--- src/rtl/fpu_result_fifo.sv ---
// First-word-fall-through result FIFO behind the FPU stage: buffers each result
// with its op tag and IEEE-754 class flags, and flags any result dropped while full.
`timescale 1ns/1ps
module fpu_result_fifo #(
  parameter int DEPTH = 4,
  parameter int CNT_W = 3
) (
  input  logic             Clock,
  input  logic             Reset,
  input  logic [31:0]      In_Data,
  input  logic             In_Data_Valid,
  input  logic             In_Op,
  input  logic             Out_Ready,
  input  logic             Clr_Ovf,
  output logic [31:0]      Data_Out,
  output logic             Out_Op,
  output logic [2:0]       Out_Flags,
  output logic             Out_Data_Valid,
  output logic [CNT_W-1:0] Count,
  output logic             Full,
  output logic             Overflow
);

  localparam int PTR_W = (DEPTH > 1) ? $clog2(DEPTH) : 1;

  // {nan, inf, zero}; sign is irrelevant to the class, so only exponent and mantissa come in
  function automatic logic [2:0] classify(input logic [30:0] mag);
    logic [7:0]  e;
    logic [22:0] m;
    logic        nan, inf, zero;
    e    = mag[30:23];
    m    = mag[22:0];
    nan  = (e == 8'hFF) && (m != 23'd0);
    inf  = (e == 8'hFF) && (m == 23'd0);
    zero = (e == 8'd0)  && (m == 23'd0);
    return {nan, inf, zero};
  endfunction

  logic [31:0]      data_mem [DEPTH];
  logic             op_mem   [DEPTH];
  logic [2:0]       flag_mem [DEPTH];

  logic [PTR_W-1:0] wr_ptr, rd_ptr;
  logic [CNT_W-1:0] count_q;
  logic             ovf_q;

  logic             pop, push, drop, wr_en;
  logic [2:0]       in_flags_p0;

  assign Full           = (count_q == CNT_W'(DEPTH));
  assign Out_Data_Valid = (count_q != '0);
  assign Count          = count_q;
  assign Overflow       = ovf_q;

  assign pop         = Out_Data_Valid && Out_Ready;
  assign push        = In_Data_Valid && (!Full || pop);
  assign drop        = In_Data_Valid && Full && !pop;
  assign wr_en       = push && !Reset;
  assign in_flags_p0 = classify(In_Data[30:0]);

  // Head entry falls through straight from storage; contents are meaningless when empty
  assign Data_Out  = data_mem[rd_ptr];
  assign Out_Op    = op_mem[rd_ptr];
  assign Out_Flags = flag_mem[rd_ptr];

  // Storage carries data only and is never reset
  always_ff @(posedge Clock) begin
    if (wr_en) begin
      data_mem[wr_ptr] <= In_Data;
      op_mem[wr_ptr]   <= In_Op;
      flag_mem[wr_ptr] <= in_flags_p0;
    end
  end

  // Pointers wrap naturally because DEPTH is a power of two
  always_ff @(posedge Clock or posedge Reset) begin
    if (Reset) begin
      wr_ptr  <= '0;
      rd_ptr  <= '0;
      count_q <= '0;
      ovf_q   <= 1'b0;
    end else begin
      if (push) wr_ptr <= wr_ptr + PTR_W'(1);
      if (pop)  rd_ptr <= rd_ptr + PTR_W'(1);
      if (push && !pop)      count_q <= count_q + CNT_W'(1);
      else if (pop && !push) count_q <= count_q - CNT_W'(1);
      // A fresh drop outranks a clear in the same cycle
      if (drop)         ovf_q <= 1'b1;
      else if (Clr_Ovf) ovf_q <= 1'b0;
    end
  end

endmodule
--- config.mk ---
export PLATFORM = sky130hd
export DESIGN_NAME = fpu_result_fifo
export DESIGN_NICKNAME = d
export VERILOG_FILES = /design/src/rtl/fpu_result_fifo.sv
export SDC_FILE = /design/constraint.sdc
export NUM_CORES = 1
export LEC_CHECK = 0
export BUFFER_PORTS_ARGS = -buffer_cell sky130_fd_sc_hd__buf_2
export CAP_MARGIN = 0
export CORE_ASPECT_RATIO = 2
export CORE_MARGIN = 5
export CORE_UTILIZATION = 25
export CTS_BUF_LIST = sky130_fd_sc_hd__clkbuf_8
export DETAILED_ROUTE_END_ITERATION = 7
export PLACE_DENSITY_LB_ADDON = 0.05
export SLEW_MARGIN = 10
export SYNTH_ARGS = -nofsm -noshare
export SYNTH_HDL_FRONTEND = slang
export SYNTH_SLANG_ARGS = --single-unit
export TNS_END_PERCENT = 30
--- constraint.sdc ---
create_clock -name Clock -period 2.3 [get_ports Clock]
set_clock_uncertainty 0.15 [all_clocks]
set_input_delay 0.115 -clock Clock [delete_from_list [all_inputs] [get_ports Clock]]
set_output_delay 0.115 -clock Clock [all_outputs]
set_load 0.05 [all_outputs]
==> results.cfg <==
[detailed_routing]
vias_per_cell = 4.24
postRouteAntennaNets = 0
first_iter_violations = 132
wl_per_cell_um = 18.3
via_count = 2899
wirelength_um = 12500
drc = 0
drt_pass1_iterations = 4

[layout]
diodes = 0
finalNetCount = 433
drive_gt1_share_pct = 43.3
synthToLayoutAreaGrowth_pct = 28.7
stdcell_area_sq_um = 7460

[clocking]
clock-root-buffer = clkbuf_8
clk_latency_ps = 440
htree_num_levels = 4
cts_buffers = 17
cts_tree = built
clock-sinks = 152
cts_max_path_buffers = 2
clkTransAtPathRegs_ps = 80

[synthesis]
synth_ff_type = edfxtp_1
syn_nets = 291
ys_top_cells_by_area = edfxtp_1, mux4_2, dfrtp_1
yosysMostFrequentCell = edfxtp_1
syn_area_sq_um = 5800
ys_seq_area_share_pct = 78.1
yosys_warnings = 0
synth_common_cells = edfxtp_1, mux4_2, dfrtp_1
post_synth_num_cell_types = 27
synthArstFlopShare_pct = 5.26
yosys.area.top_type_share_pct = 74.6
postSynthAreaPerCell_sq_um = 23.5
yosysTopAreaCell = edfxtp_1
ys_ff_latch = 152
synth_edf_count = 144
syn_inst = 247

[timing]
post-route-period-util_pct = 95.7
drv_slew = 0
finalSetupViolations = 0
holdWs_ps = 39.0
max_freq_mhz = 454
finalCriticalPeriod_ps = 2200
fin_ws_ps = 99.7
rsz0062_at_grt = true
final.setup.tns_ps = 0
max_slew_margin_pct = 65.6
tightest_slew_ps = 512
hold_viol_final = 0

[critical_path]
worstPathArrival_ps = 2380
startpoint = Count[0]
cp-start-kind = register
reg2regPathDepth = 7
critPathRequiredTime_ps = 2470
reg2reg_to = Count[1]
endpoint_kind = register
criticalPathCategory = register to register
path_max_fanout = 3
rrSetupSlack_ps = 100
r2r_start = Count[0]

[global_route]
grt_start_max_net_pins = 37
grt_pass1_vias = 3332
grt_pass1_wl_um = 19300
grt-ovfl-total = 0
antenna_found_initial = 0
grt.total_usage_pct = 9.90

[placement]
post-place-ws_ps = -35.7
dp_hpwl_um = 8080
placed_cell_area_sq_um = 6660
gp_congestion = 0.716
portBuffers = 79

[die]
die_area_sq_um = 26500
ios = 80
core_area_sq_um = 23000
start_util_pct = 25.2
rows = 79
die_y_um = 225
die_x_um = 118

[job]
cap_viol_max_count = 0

[power_and_ir_drop]
cellPowerDensity_nw_per_um2 = 1240
ir_drop_mv = 0.677
power_leakage_nw = 2.55

[outcome]
status = completed

[worst_hold_path]
hold_class = input port to asynchronous set/reset pin
==> worst max-delay path by stage <==
stage,end,slack (ps),cells after the start
CTS,Count[2],20,8
detailed placement,Count[2],-40,8
floorplan,data_mem[2][0],-140,3
global placement,Count[1],110,7
global route,Data_Out[29],-2,3
finish,Count[1],100,7
==> metrics by stage <==
stage / util [%] / total power, mW / std cells
final: 32.4 / 9.28 / 683
after global routing: 32.4 / 9.79 / 683
after CTS: 32.3 / 9.46 / 682
after detailed placement: 28.9 / 7.41 / 613
after global placement: 28.9 / 7.38 / 613
after floorplan: - / 6.48 / 247
==> cells in the final DEF (no fill, tap or decap) <==
cell type,count
nor3_1,3
buf_2,79
buf_4,6
dfrtp_1,3
nand2_1,3
buf_12,7
or3_4,1
ha_4,1
fa_2,1
mux4_2,36
or2_2,1
nor4b_4,1
buf_6,1
ha_1,4
nor4_1,7
nand4_1,3
nor2_1,1
and2_2,4
inv_1,9
clkinv_2,3
clkinv_4,2
o21ba_2,1
clkinv_1,2
edfxtp_1,144
mux2_2,2
dlygate4sd3_1,38
bufinv_16,3
nand2_4,1
xnor2_1,4
xor2_1,2
nand3_1,1
clkbuf_8,17
nand2b_2,1
nor3b_1,2
o21ai_0,1
dfrtp_2,5
==> report_power, final <==
part           internal (mW)  total (mW)  switching, mW
Combinational           1.26        3.84           2.58
Clock                   1.04        1.94          0.901
Sequential              3.39        3.50          0.116
==> final cells by class <==
cell class / count / area (sq um)
Timing Repair Buffer: 131 / 972
Tap cell: 283 / 354
Fill cell: 2266 / 15600
Inverter: 6 / 22.5
Multi-Input combinational cell: 81 / 1200
Sequential cell: 152 / 4530
Clock inverter: 13 / 141
Clock buffer: 17 / 234
==> per-layer routing <==
metal / global-route usage [%] / wire length, um / vias to the layer above
li1: - / - / 1315
met1: 10.7 / 4910 / 1505
met2: 17.8 / 6830 / 67
met3: 3.42 / 520 / 12
met4: 3.67 / 212 / 0
met5: 0 / 0 / -
==> cells by family after synthesis <==
group                      count (synthesis)  synth area share (%)
DFF                                      152                  78.1
AOI/OAI and AO/OA                          2                 0.259
and+or+nand+nor                           29                  3.22
muxes                                     38                  14.4
adders and majority gates                  6                  1.42
xor gates and xnor gates                   6                 0.907
buffers and inverters                     14                  1.75
==> state kept, by name, indices dropped and copies added (netlist names) <==
name	flops
data_mem	128
flag_mem	12
op_mem	4
Count	3
rd_ptr	2
wr_ptr	2
Overflow	1
==> worst max-delay path, stage by stage, from the launching register on <==
cell	delay, ps
dfrtp_2	430
nor4b_4	310
nand2b_2	200
inv_1	70
ha_4	160
inv_1	70
fa_2	420
mux2_2	270
==> repair_timing <==
item                                    4_1_cts  5_1_grt
buffers inserted                              1        1
endpoints found under the setup margin        3        2
hold buffers                                 38        0
gates resized for setup                       3        3
pin swaps                                     1        3
hold endpoints to repair                    145        0
No activity file was read; power rests on OpenSTA's default activity.
